`src/rtl/pc_unit_pkg.sv`:
```
// Shared definitions for the program-counter unit: next-PC op codes and
// a helper for sizing the return-address-stack occupancy counter.
package pc_unit_pkg;

    localparam int PC_OP_W = 3;

    // Next-PC operations; the two unused encodings fall back to sequential.
    typedef enum logic [PC_OP_W-1:0] {
        PC_OP_SEQ    = 3'd0,
        PC_OP_BRANCH = 3'd1,
        PC_OP_JUMP   = 3'd2,
        PC_OP_CALL   = 3'd3,
        PC_OP_RET    = 3'd4,
        PC_OP_TRAP   = 3'd5
    } pc_op_e;

    // Counter must represent 0..depth inclusive, hence one extra bit.
    function automatic int ras_count_width(input int depth);
        return $clog2(depth) + 1;
    endfunction

endpackage

```
`src/rtl/pc_unit_if.sv`:
```
// Fetch-side bundle of the PC unit: op request in, PC/link/status out.
interface pc_unit_if #(
    parameter int XLEN      = 32,
    parameter int RAS_DEPTH = 4
);
    import pc_unit_pkg::*;

    localparam int CNT_W = ras_count_width(RAS_DEPTH);

    logic               stall;
    logic [PC_OP_W-1:0] op;
    logic [XLEN-1:0]    target;
    logic [XLEN-1:0]    current_pc;
    logic [XLEN-1:0]    pc_plus_inc;
    logic               misaligned;
    logic               ras_overflow;
    logic               ras_underflow;
    logic [CNT_W-1:0]   ras_count;

    // Master issues the next-PC request and observes the unit's state.
    modport master (
        output stall, op, target,
        input  current_pc, pc_plus_inc, misaligned,
               ras_overflow, ras_underflow, ras_count
    );

    // Slave is the PC unit itself.
    modport slave (
        input  stall, op, target,
        output current_pc, pc_plus_inc, misaligned,
               ras_overflow, ras_underflow, ras_count
    );

endinterface

```
`src/rtl/pc_unit_ras.sv`:
```
// Circular return-address stack. When full, a push overwrites the oldest
// entry simply by letting the write pointer wrap; the count saturates.
module pc_unit_ras #(
    parameter int XLEN  = 32,
    parameter int DEPTH = 4,
    localparam int PTR_W = $clog2(DEPTH),
    localparam int CNT_W = PTR_W + 1
) (
    input  logic             clk,
    input  logic             reset_n,
    input  logic             push_i,
    input  logic             pop_i,
    input  logic             flush_i,
    input  logic [XLEN-1:0]  push_data_i,
    output logic [XLEN-1:0]  top_o,
    output logic [CNT_W-1:0] count_o,
    output logic             full_o,
    output logic             empty_o
);

    logic [XLEN-1:0]  mem_q [DEPTH];
    logic [PTR_W-1:0] ptr_q, ptr_d;
    logic [CNT_W-1:0] count_q, count_d;

    assign full_o  = (count_q == CNT_W'(DEPTH));
    assign empty_o = (count_q == '0);
    assign top_o   = mem_q[ptr_q - PTR_W'(1)];
    assign count_o = count_q;

    // Pointer/count update; flush only clears occupancy, stale data is harmless.
    always_comb begin
        ptr_d   = ptr_q;
        count_d = count_q;
        if (flush_i) begin
            count_d = '0;
        end else if (push_i) begin
            ptr_d = ptr_q + PTR_W'(1);
            if (!full_o) begin
                count_d = count_q + CNT_W'(1);
            end
        end else if (pop_i && !empty_o) begin
            ptr_d   = ptr_q - PTR_W'(1);
            count_d = count_q - CNT_W'(1);
        end
    end

    // Pointer and occupancy registers.
    always_ff @(posedge clk or negedge reset_n) begin
        if (!reset_n) begin
            ptr_q   <= '0;
            count_q <= '0;
        end else begin
            ptr_q   <= ptr_d;
            count_q <= count_d;
        end
    end

    // Entry storage; contents are only meaningful below the count, so no reset.
    always_ff @(posedge clk) begin
        if (push_i && !flush_i) begin
            mem_q[ptr_q] <= push_data_i;
        end
    end

endmodule

```
`src/rtl/pc_unit.sv`:
```
// Program-counter unit for the fetch stage: next-PC selection, alignment
// rejection, return-address stack and one-cycle status pulses.
module pc_unit
    import pc_unit_pkg::*;
#(
    parameter int              XLEN         = 32,
    parameter logic [XLEN-1:0] RESET_VECTOR = '0,
    parameter int              INC          = 4,
    parameter int              RAS_DEPTH    = 4
) (
    input  logic     clk,
    input  logic     reset_n,
    pc_unit_if.slave bus
);

    localparam int              CNT_W      = ras_count_width(RAS_DEPTH);
    localparam logic [XLEN-1:0] INC_VAL    = XLEN'(INC);
    localparam logic [XLEN-1:0] ALIGN_MASK = XLEN'(INC - 1);

    logic [XLEN-1:0]  pc_q, pc_d;
    logic             mis_q, mis_d;
    logic             ovf_q, ovf_d;
    logic             unf_q, unf_d;
    logic [XLEN-1:0]  cand;
    logic             chk, take;
    logic             ras_push, ras_pop, ras_flush;
    logic [XLEN-1:0]  ras_top;
    logic [CNT_W-1:0] ras_cnt;
    logic             ras_full, ras_empty;

    pc_unit_ras #(
        .XLEN  (XLEN),
        .DEPTH (RAS_DEPTH)
    ) u_ras (
        .clk         (clk),
        .reset_n     (reset_n),
        .push_i      (ras_push),
        .pop_i       (ras_pop),
        .flush_i     (ras_flush),
        .push_data_i (bus.pc_plus_inc),
        .top_o       (ras_top),
        .count_o     (ras_cnt),
        .full_o      (ras_full),
        .empty_o     (ras_empty)
    );

    assign bus.current_pc    = pc_q;
    assign bus.pc_plus_inc   = pc_q + INC_VAL;
    assign bus.misaligned    = mis_q;
    assign bus.ras_overflow  = ovf_q;
    assign bus.ras_underflow = unf_q;
    assign bus.ras_count     = ras_cnt;

    // Choose the candidate PC (TRAP beats stall), then veto misaligned redirects.
    always_comb begin
        cand      = pc_q + INC_VAL;
        chk       = 1'b0;
        take      = 1'b1;
        ras_push  = 1'b0;
        ras_pop   = 1'b0;
        ras_flush = 1'b0;
        mis_d     = 1'b0;
        ovf_d     = 1'b0;
        unf_d     = 1'b0;
        if (bus.op == PC_OP_TRAP) begin
            cand      = bus.target;
            chk       = 1'b1;
            ras_flush = 1'b1;
        end else if (bus.stall) begin
            take = 1'b0;
        end else begin
            case (bus.op)
                PC_OP_BRANCH: begin
                    cand = pc_q + bus.target;
                    chk  = 1'b1;
                end
                PC_OP_JUMP: begin
                    cand = bus.target;
                    chk  = 1'b1;
                end
                PC_OP_CALL: begin
                    cand     = bus.target;
                    chk      = 1'b1;
                    ras_push = 1'b1;
                    ovf_d    = ras_full;
                end
                PC_OP_RET: begin
                    if (ras_empty) begin
                        unf_d = 1'b1;
                    end else begin
                        cand    = ras_top;
                        chk     = 1'b1;
                        ras_pop = 1'b1;
                    end
                end
                default: begin
                    cand = pc_q + INC_VAL;
                end
            endcase
        end
        if (take && chk && ((cand & ALIGN_MASK) != '0)) begin
            take      = 1'b0;
            ras_push  = 1'b0;
            ras_pop   = 1'b0;
            ras_flush = 1'b0;
            ovf_d     = 1'b0;
            mis_d     = 1'b1;
        end
        pc_d = take ? cand : pc_q;
    end

    // PC and status-pulse registers.
    always_ff @(posedge clk or negedge reset_n) begin
        if (!reset_n) begin
            pc_q  <= RESET_VECTOR;
            mis_q <= 1'b0;
            ovf_q <= 1'b0;
            unf_q <= 1'b0;
        end else begin
            pc_q  <= pc_d;
            mis_q <= mis_d;
            ovf_q <= ovf_d;
            unf_q <= unf_d;
        end
    end

endmodule
```
`src/flat_wrapper.sv`:
```
// flat-port wrapper written by rule: the top's interface ports become plain ports
module pc_unit_flat import pc_unit_pkg::*;
#(
    parameter int              XLEN         = 32,
    parameter logic [XLEN-1:0] RESET_VECTOR = '0,
    parameter int              INC          = 4,
    parameter int              RAS_DEPTH    = 4
)
  (clk, reset_n, bus_stall, bus_op, bus_target, bus_current_pc, bus_pc_plus_inc, bus_misaligned, bus_ras_overflow, bus_ras_underflow, bus_ras_count);
  pc_unit_if #(.XLEN(XLEN), .RAS_DEPTH(RAS_DEPTH)) bus_i ();
  input  logic clk;
  input  logic reset_n;
  input wire logic [$bits(bus_i.stall)-1:0] bus_stall;
  input wire logic [$bits(bus_i.op)-1:0] bus_op;
  input wire logic [$bits(bus_i.target)-1:0] bus_target;
  output wire logic [$bits(bus_i.current_pc)-1:0] bus_current_pc;
  output wire logic [$bits(bus_i.pc_plus_inc)-1:0] bus_pc_plus_inc;
  output wire logic [$bits(bus_i.misaligned)-1:0] bus_misaligned;
  output wire logic [$bits(bus_i.ras_overflow)-1:0] bus_ras_overflow;
  output wire logic [$bits(bus_i.ras_underflow)-1:0] bus_ras_underflow;
  output wire logic [$bits(bus_i.ras_count)-1:0] bus_ras_count;
  assign bus_i.stall = bus_stall;
  assign bus_i.op = bus_op;
  assign bus_i.target = bus_target;
  assign bus_current_pc = bus_i.current_pc;
  assign bus_pc_plus_inc = bus_i.pc_plus_inc;
  assign bus_misaligned = bus_i.misaligned;
  assign bus_ras_overflow = bus_i.ras_overflow;
  assign bus_ras_underflow = bus_i.ras_underflow;
  assign bus_ras_count = bus_i.ras_count;
  pc_unit #(.XLEN(XLEN), .RESET_VECTOR(RESET_VECTOR), .INC(INC), .RAS_DEPTH(RAS_DEPTH)) u_core (.clk(clk), .reset_n(reset_n), .bus(bus_i));
endmodule
```
`config.mk`:
```
export PLATFORM = sky130hd
export DESIGN_NAME = pc_unit_flat
export DESIGN_NICKNAME = d
export VERILOG_FILES = /design/src/rtl/pc_unit_pkg.sv /design/src/rtl/pc_unit_if.sv /design/src/rtl/pc_unit_ras.sv /design/src/rtl/pc_unit.sv /design/src/flat_wrapper.sv
export SDC_FILE = /design/constraint.sdc
export NUM_CORES = 1
export LEC_CHECK = 0
export CAP_MARGIN = 15
export CELL_PAD_IN_SITES_DETAIL_PLACEMENT = 0
export CELL_PAD_IN_SITES_GLOBAL_PLACEMENT = 1
export CORE_ASPECT_RATIO = 1.1
export CORE_MARGIN = 4
export CORE_UTILIZATION = 46
export DETAILED_ROUTE_END_ITERATION = 16
export PLACE_DENSITY_LB_ADDON = 0.1
export RECOVER_POWER = 50
export SYNTH_ARGS = -nofsm -noshare
export SYNTH_HDL_FRONTEND = slang
export SYNTH_SLANG_ARGS = --single-unit
```
`constraint.sdc`:
```
create_clock -name clk -period 4 [get_ports clk]
set_clock_uncertainty 0.1 [all_clocks]
set_input_delay 0.8 -clock clk [delete_from_list [all_inputs] [get_ports clk]]
set_output_delay 0.8 -clock clk [all_outputs]
set_load 0.01 [all_outputs]
```
# == After elaboration in Yosys (flattened, before gate mapping) ==
# Memories as Yosys holds them, arrays and structs flattened.
# Index checks and enable logic that the tools add are counted.
# word_totals
regBits,40
mem_bits_rw,128
in_bits,38
output_inout_bits,70
elab_cells,73
n_memories,1
# memory_table
name,words,word_bits,read_ports,rd_clocked_by_memory_dff,write_ports,line,rtl
u_core.u_ras.mem_q,4,32,1,0,1,pc_unit_ras.sv:21,logic [XLEN-1:0] mem_q [DEPTH];
# op_classes
n_addsub,6
eq_ne,7
muxes,38
n_bitwise,1
reduce_logical,14
# ops
op,count
$mux 32,3
$pmux 32 s3,1
$add 32x3->32 const B,1
$add 32x32->32,1
$reduce_bool 32->1,1
$mux 1,27
$mux 3,4
$eq 3x3->1 const B,3
$eq 3x2->1 const B,2
$logic_and 1x1->1,4
$mux 2,2
$reduce_and 2->1,2
$add 3x1->3 const B,1
$eq 3x1->1 const B,1
$logic_not 3->1,1
$ne 3x3->1 const B,1
$reduce_bool 3->1,1
$reduce_or 3->1,1
$sub 3x1->3 const B,1
$add 2x1->2 const B,1
$logic_not 1->1,2
$pmux 1 s2,1
$reduce_bool 2->1,1
$reduce_or 2->1,1
other kinds (2),2

# == Depth between registers and ports, before layout ==
# Gate-level depths: netlist (run 1).
# An unclocked memory read counts as a cell.
# logic_depth
ltp_word,13
mapped_depth,14
depth_no_buf,14

# == Hierarchy ==
# From an unflattened synthesis (run 1), not the netlist that was laid out.
# hier_totals
cells_unflattened,843
area_unflattened_um2,9786.9
# modules_own_cells
mod,n_inst,cells_per_inst,area_each_um2,seq_area_each_um2
pc_unit_ras,1,211,5064.9,3968.8
pc_unit,1,632,4722.0,875.8

# == Worst setup path before layout (run 1) ==
# No wires, ideal clock.
# synth_timing
kind,in2reg
from,in bus_target[0]
to,"reg u_core.pc_q[28], in the netlist u_core.bus.current_pc[28]"
setup_time_ns,0.141
arrival_ns,3.226
required_ns,3.759
path_slack_ns,0.533
stages,14
n_path_buf,0
path_cell_list,ha_1 -> inv_1 -> fa_1 -> nor2b_1 -> o21ai_1 -> a21boi_0 -> o21ai_0 -> a211oi_2 -> nor4b_2 -> o41ai_4 -> a31oi_1 -> xnor2_1 -> a21oi_1 -> o221ai_1
# synth_via
elab_chain_len,7
# synth_rtl
element,line,rtl
start: declaration,flat_wrapper.sv:15,input wire logic [$bits(bus_i.target)-1:0] bus_target;
$add 32x32->32,pc_unit.sv:74,cand = pc_q + bus.target;
$pmux 32 s3,pc_unit.sv:72,case (bus.op)
$mux 32,pc_unit.sv:69,end else if (bus.stall) begin
$mux 32 *,pc_unit.sv:65,if (bus.op == PC_OP_TRAP) begin
$reduce_bool 32->1,pc_unit.sv:101,if (take && chk && ((cand & ALIGN_MASK) != '0)) begin
$logic_and 1x1->1,pc_unit.sv:101,
$mux 1,pc_unit.sv:101,
end signal: assignment,pc_unit.sv:120,pc_q <= pc_d;
end: declaration,pc_unit.sv:20,"logic [XLEN-1:0] pc_q, pc_d;"
# Every way passes the cells marked *; elsewhere a longest branch is shown, timed or not.
# A chain may end at the register's enable or synchronous reset.

# == Final worst setup path (run 1) ==
# layout_timing
from,"reg u_core.pc_q[3], in the netlist u_core.bus.current_pc[3]"
to,out bus_pc_plus_inc[29]
# layout_via
elab_chain_len,1
# layout_rtl
element,line,rtl
$add 32x3->32,pc_unit.sv:48,assign bus.pc_plus_inc = pc_q + INC_VAL;
end: declaration,flat_wrapper.sv:17,output wire logic [$bits(bus_i.pc_plus_inc)-1:0] bus_pc_plus_inc;
# No other way between the ends.

==> results of run 1 <==
area by class of cell:
class                      instances  area [um2]  area share
tap                              252       315.3     0.02676
inverter                          19       71.32    0.006053
clock buffer                      19       432.9     0.03674
multi-input combinational        578        4349      0.3691
clock inverter                    13       120.1     0.01019
timing repair buffer             188        1644      0.1395
sequential                       168        4850      0.4116
repair_timing:
| item | CTS | global route |
|---|---|---|
| buffers inserted | 2 | 0 |
| endpoints found under the setup margin | 8 | 13 |
| hold buffers | 0 | 0 |
| pin swaps | 1 | 3 |
| gates resized for setup | 11 | 14 |
cells by family (layout without fill, tap and decap cells):
| logic type | after synthesis | after routing | share of synthesized area |
|---|---|---|---|
| AOI/OAI and AO/OA | 243 | 243 | 0.1731 |
| xor gates and xnor gates | 57 | 57 | 0.05351 |
| adders and majority gates | 38 | 38 | 0.05257 |
| buffers and inverters | 54 | 239 | 0.02320 |
| DFF | 168 | 168 | 0.5192 |
| muxes | 31 | 31 | 0.07483 |
| and+or+nand+nor | 209 | 209 | 0.1035 |
state kept, by name (all words and copies together), names as in the netlist:
register / flops
u_core.bus.ras_overflow: 1
u_core.bus.ras_underflow: 1
u_core.u_ras.mem_q: 128
u_core.u_ras.ptr_q: 2
u_core.u_ras.count_o: 3
u_core.bus.current_pc: 32
u_core.bus.misaligned: 1
layer usage:
layer	global-route usage	vias to the layer above	wire [um]
li1	-	3428	-
met1	0.3246	3720	11300
met2	0.4057	312	13420
met3	0.04740	35	1773
met4	0.06726	0	416
met5	0	-	0
placed cells by master, fill, tap and decap left out, types with 5 or more instances in the layout:
| master | count |
|---|---|
| a21o_1 | 22 |
| a21oi_1 | 53 |
| a221oi_1 | 11 |
| a222oi_1 | 9 |
| a22oi_1 | 17 |
| and2_1 | 5 |
| and3_1 | 5 |
| buf_4 | 72 |
| clkbuf_1 | 12 |
| clkbuf_16 | 17 |
| clkdlybuf4s50_1 | 67 |
| dfrtp_1 | 36 |
| dlygate4sd3_1 | 34 |
| edfxtp_1 | 128 |
| ha_1 | 36 |
| inv_1 | 19 |
| mux4_2 | 31 |
| nand2_1 | 71 |
| nand2b_1 | 8 |
| nand3_1 | 14 |
| nand4_1 | 12 |
| nor2_1 | 57 |
| nor3_1 | 9 |
| o211ai_1 | 5 |
| o21a_1 | 5 |
| o21ai_0 | 67 |
| o21ai_1 | 7 |
| xnor2_1 | 32 |
| xor2_1 | 21 |
worst paths after layout:
| check | to | slack, ns | depth (start not counted) |
|---|---|---|---|
| worst min-delay path | u_core.bus.current_pc[3] | 0.49 | 2 |
| max in group asynchronous | u_core.bus.current_pc[10] | 1.14 | 1 |
| min in group asynchronous | u_core.bus.ras_underflow | 1.04 | 1 |
| worst max register to register | u_core.bus.current_pc[31] | 0.56 | 12 |
| worst min register to register | u_core.bus.current_pc[3] | 0.49 | 2 |
| worst max-delay path | bus_pc_plus_inc[29] | 0.21 | 9 |
critical path, delay by kind of cell, from the launching register on:
family / cells / cell delay [ns]
XOR/XNOR: 1 / 0.22
flip-flops: 1 / 0.42
AND/OR/NAND/NOR: 6 / 1.05
buffers and inverters: 2 / 0.78
report_power, final:
group	switching (mW)	internal (mW)	total, mW
Clock	0.707	0.861	1.57
Sequential	0.209	2.13	2.34
Combinational	1.67	1.54	3.21
==> flow_summary.json, run 1 <==
{
  "status": "finished with violations",
  "violations": "max-capacitance violations, max-slew violations",
  "cts.sinks": 168,
  "antenna_found_initial": 0,
  "crit_path_start": "u_core.bus.current_pc[3]",
  "viasPerCell": 6.059,
  "start_kind": "register",
  "setup_viol": 0,
  "hp-start": "u_core.bus.current_pc[3]",
  "fp.dieW_um": 143.8,
  "synth-seq-cells": 168,
  "drc": 0,
  "synthTopCellsByArea": "edfxtp_1 (41%), dfrtp_1 (11%), mux4_2 (7.5%)",
  "synth.distinct_cells": 60,
  "post-route-util": 0.5932,
  "worst_ep_required_time_ns": 3.10,
  "timing.rr.start": "u_core.bus.current_pc[1]",
  "vias": 7495,
  "grt_pass1_vias": 7676,
  "insertion_delay_ns": 0.42,
  "drt_iter0_markers": 682,
  "slowest_delay_ns": 0.58,
  "total_power_mw": 7.112,
  "drive_above_1_share": 0.1584,
  "grt_usage": 0.2426,
  "cp_cell_sequence": "nand4_1 > nor2_4 > nand3_2 > nor2_4 > nand4_1 > buf_4 > nor2_1 > xor2_1 > clkdlybuf4s50_1",
  "rsz0062_at_grt": "no",
  "netlist_area_um2": 9330,
  "cts_buffers": 17,
  "final_area_um2": 11780,
  "grt_max_degree": 41,
  "dr.pass1.iters": 5,
  "yosysTopAreaCellShare": 0.4120,
  "fin_hold_ws_ns": 0.4879,
  "yosys_warnings": 0,
  "path_max_fanout": 6,
  "ant_nets": 0,
  "yosysSeqAreaShare": 0.5192,
  "place.gp.congestion": 0.8900,
  "start_util": 0.4697,
  "synth_nets": 876,
  "syn_avg_cell_area_um2": 11.66,
  "p_leak_nw": 4.527,
  "synth-edff-count": 128,
  "slew_headroom": -0.6691,
  "yosysTopAreaCell": "edfxtp_1",
  "cap_viol_max_count": 1,
  "placed_cells": 1203,
  "wl_per_cell_um": 21.76,
  "clockRootBuffer": "clkbuf_16",
  "worst_path_max_delay_cell": "clkdlybuf4s50_1",
  "finalHoldViolations": 0,
  "grt_pass1_wl_mm": 42.46,
  "antenna_cells": 0,
  "nets": 1048,
  "cts_tree": "yes",
  "dieHeight_um": 157.4,
  "yosysMostFrequentCell": "edfxtp_1",
  "fill_cells": 1652,
  "ys_top_cells_by_count": "edfxtp_1 (128), nand2_1 (71), o21ai_0 (67), nor2_1 (61), a21oi_1 (53)",
  "synthCells": 800,
  "path_clk_slew_ns": 0.06,
  "placed_cell_area_um2": 11170,
  "tns_ns": 0,
  "worstSetupPathType": "register to output port",
  "dpl.hpwl_mm": 19.18,
  "slew_viol_final": 41,
  "worstMarginPinSlew_ns": 2.504,
  "htree_levels": 4,
  "vdd_drop_max_mv": 0.4161,
  "min_period_ns": 3.786,
  "crit_path_end_kind": "output port",
  "detailedPlace.worstSlack_ns": -0.3477,
  "synthToLayoutAreaGrowth_pct": 26.28,
  "max_freq_mhz": 264.1,
  "powerDensity_nw_per_um2": 603.6,
  "arrival_ns": 2.89,
  "fin_crit_sh": 0.9465,
  "finalWorstSetupSlack_ns": 0.2142,
  "hold_path.class": "register to register",
  "rows": 54,
  "fin_cells": 1237,
  "io_buffers": 107,
  "core_area_um2": 19860,
  "synth_ff_type": "edfxtp_1",
  "clock_path_buffers": 2,
  "ios": 108,
  "grt_overflow": 0,
  "die_area_um2": 22630,
  "async_flop_share": 0.2381,
  "wirelength_mm": 26.92
}
Note: power is estimated with default switching activity, not from simulation.
==> run 2: changes to the inputs <==
- CORE_MARGIN: 4 -> 3
==> flow_summary.json, run 2 (synthesis results as in run 1) <==
{
  "status": "completed",
  "final_cell_mix": "edfxtp_1 (128), nand2_1 (71), buf_4 (69)",
  "hold_path.class": "register to register",
  "wirelength_mm": 27.07,
  "drt_iter0_markers": 652,
  "fp.dieW_um": 141.8,
  "setup_viol": 0,
  "antenna_found_initial": 0,
  "clock_path_buffers": 2,
  "worstSetupPathType": "register to output port",
  "crit_buf_inv": 2,
  "finalHoldViolations": 0,
  "slowest_delay_ns": 0.61,
  "grt_pass1_wl_mm": 42.42,
  "dieHeight_um": 155.4,
  "powerDensity_nw_per_um2": 604.2,
  "cts_buffers": 17,
  "ios": 108,
  "ctsHoldBuffers": 0,
  "multiInputGateArea_um2": 4314,
  "grt_max_degree": 34,
  "crit_top_cell": "and3_1",
  "cts_tree": "yes",
  "dpl.hpwl_mm": 19.76,
  "viasPerCell": 5.998,
  "r2r_slack_ns": 0.55,
  "total_power_mw": 7.119,
  "core_area_um2": 19860,
  "slew_headroom": 0.07854,
  "final_common_cell": "edfxtp_1",
  "grt_pass1_vias": 7658,
  "switching_power_mw": 2.608,
  "vdd_drop_max_mv": 0.4605,
  "largest_register_ffs": 128,
  "htree_levels": 4,
  "wl_per_cell_um": 21.76,
  "crit_path_end_kind": "output port",
  "seqPwrFrac": 0.327,
  "worst_ep_required_time_ns": 3.10,
  "slew_viol_final": 0,
  "ant_nets": 0,
  "drc": 0,
  "clockPowerShare": 0.224,
  "cp_top_family": "simple AND/OR/NAND/NOR gates",
  "vias": 7461,
  "antenna_cells": 0,
  "min_period_ns": 3.822,
  "switching_share": 0.3663,
  "rows": 54,
  "arrival_ns": 2.92,
  "die_area_um2": 22030,
  "largest_register": "u_core.u_ras.mem_q",
  "p_comb_frac": 0.449,
  "p_leak_nw": 4.542,
  "dr.pass1.iters": 7,
  "clockRootBuffer": "clkbuf_16",
  "insertion_delay_ns": 0.43,
  "io_buffers": 107,
  "drive_above_1_share": 0.1542,
  "place.gp.congestion": 0.8735,
  "grt_usage": 0.2497,
  "max_freq_mhz": 261.7,
  "path_max_fanout": 7,
  "nets": 1055,
  "fin_hold_ws_ns": 0.4811,
  "path_clk_slew_ns": 0.07,
  "cap_viol_max_count": 0,
  "start_kind": "register",
  "synthToLayoutAreaGrowth_pct": 26.28,
  "cts.sinks": 168,
  "regArea_um2": 4850,
  "worst_path_max_delay_cell": "clkdlybuf4s50_1",
  "fill_cells": 1691,
  "rsz0062_at_grt": "no",
  "internal_power_mw": 4.511,
  "cp_cell_sequence": "and3_1 > and3_1 > nand3_2 > nor2_2 > nand4_1 > buf_4 > xnor2_1 > clkdlybuf4s50_1",
  "fin_crit_sh": 0.9554,
  "start_util": 0.4697,
  "grt_overflow": 0,
  "worstMarginPinSlew_ns": 1.382
}
[run 2: timing repair]
action                                  in CTS  in global routing
endpoints found under the setup margin       9                 13
pin swaps                                    0                  2
setup buffers                                2                  4
resized for setup                            9                 10
[run 2: worst register-to-register path: stages (launching register included)]
cell and delay [ns]:
dfrtp_1 0.47, ha_1 0.27, buf_4 0.14, a211oi_1 0.28, o21ai_0 0.21, o21ai_2 0.25, o211ai_2 0.15, a211oi_2 0.41
o21a_1 0.23, o21ai_1 0.12, xnor2_1 0.16, a221o_1 0.32, o21ai_0 0.09, o21ai_0 0.11
[run 2: final timing paths]
check | startpoint | endpoint | depth (start not counted)
max in group asynchronous | reset_n | u_core.bus.current_pc[12] | 2
hold reg to reg | u_core.bus.current_pc[12] | u_core.bus.current_pc[12] | 2
setup reg to reg | u_core.bus.current_pc[0] | u_core.bus.current_pc[23] | 13
hold / removal | u_core.bus.current_pc[12] | u_core.bus.current_pc[12] | 2
setup / recovery | u_core.bus.current_pc[10] | bus_pc_plus_inc[25] | 8
min in group asynchronous | reset_n | u_core.u_ras.count_o[0] | 1
[run 2: power by group through the flow]
| stage | sequential, mW | combinational (mW) | clock [mW] |
|---|---|---|---|
| floorplan | 2.39 | 1.90 | 0 |
| global placement | 2.36 | 3.19 | 0 |
| detailed placement | 2.36 | 3.25 | 0 |
| CTS | 2.33 | 3.28 | 1.61 |
| global route | 2.35 | 3.49 | 1.68 |
| finish | 2.33 | 3.20 | 1.59 |
[run 2: routing by layer]
layer | routed length [um] | share of wire | GRT usage | up-vias
met5 | 0 | 0 | 0 | -
met4 | 562 | 0.021 | 0.08501 | 0
met3 | 1574 | 0.058 | 0.03412 | 44
met2 | 13520 | 0.50 | 0.4232 | 282
met1 | 11420 | 0.42 | 0.3314 | 3687
li1 | - | - | - | 3448
[run 2: final cells by class]
cell class                 instances  area share
sequential                       168      0.4116
timing repair buffer             195      0.1423
inverter                          19    0.006053
multi-input combinational        578      0.3661
tap                              252     0.02676
clock buffer                      19     0.03674
clock inverter                    13     0.01041
[run 2: metrics by stage]
step | cells | cell area, um2 | setup TNS (ns) | setup slack, ns | utilization
2_1_floorplan | 800 | 9330 | 0 | 0.5330 | -
3_5_place_dp | 1206 | 11200 | -1.959 | -0.3269 | 0.5636
6_report | 1244 | 11780 | 0 | 0.1785 | 0.5932
3_3_place_gp | 1206 | 11200 | -1.130 | -0.2456 | 0.5636
5_1_grt | 1244 | 11780 | 0 | 0.003054 | 0.5932
4_1_cts | 1240 | 11790 | 0 | 0.009807 | 0.5937
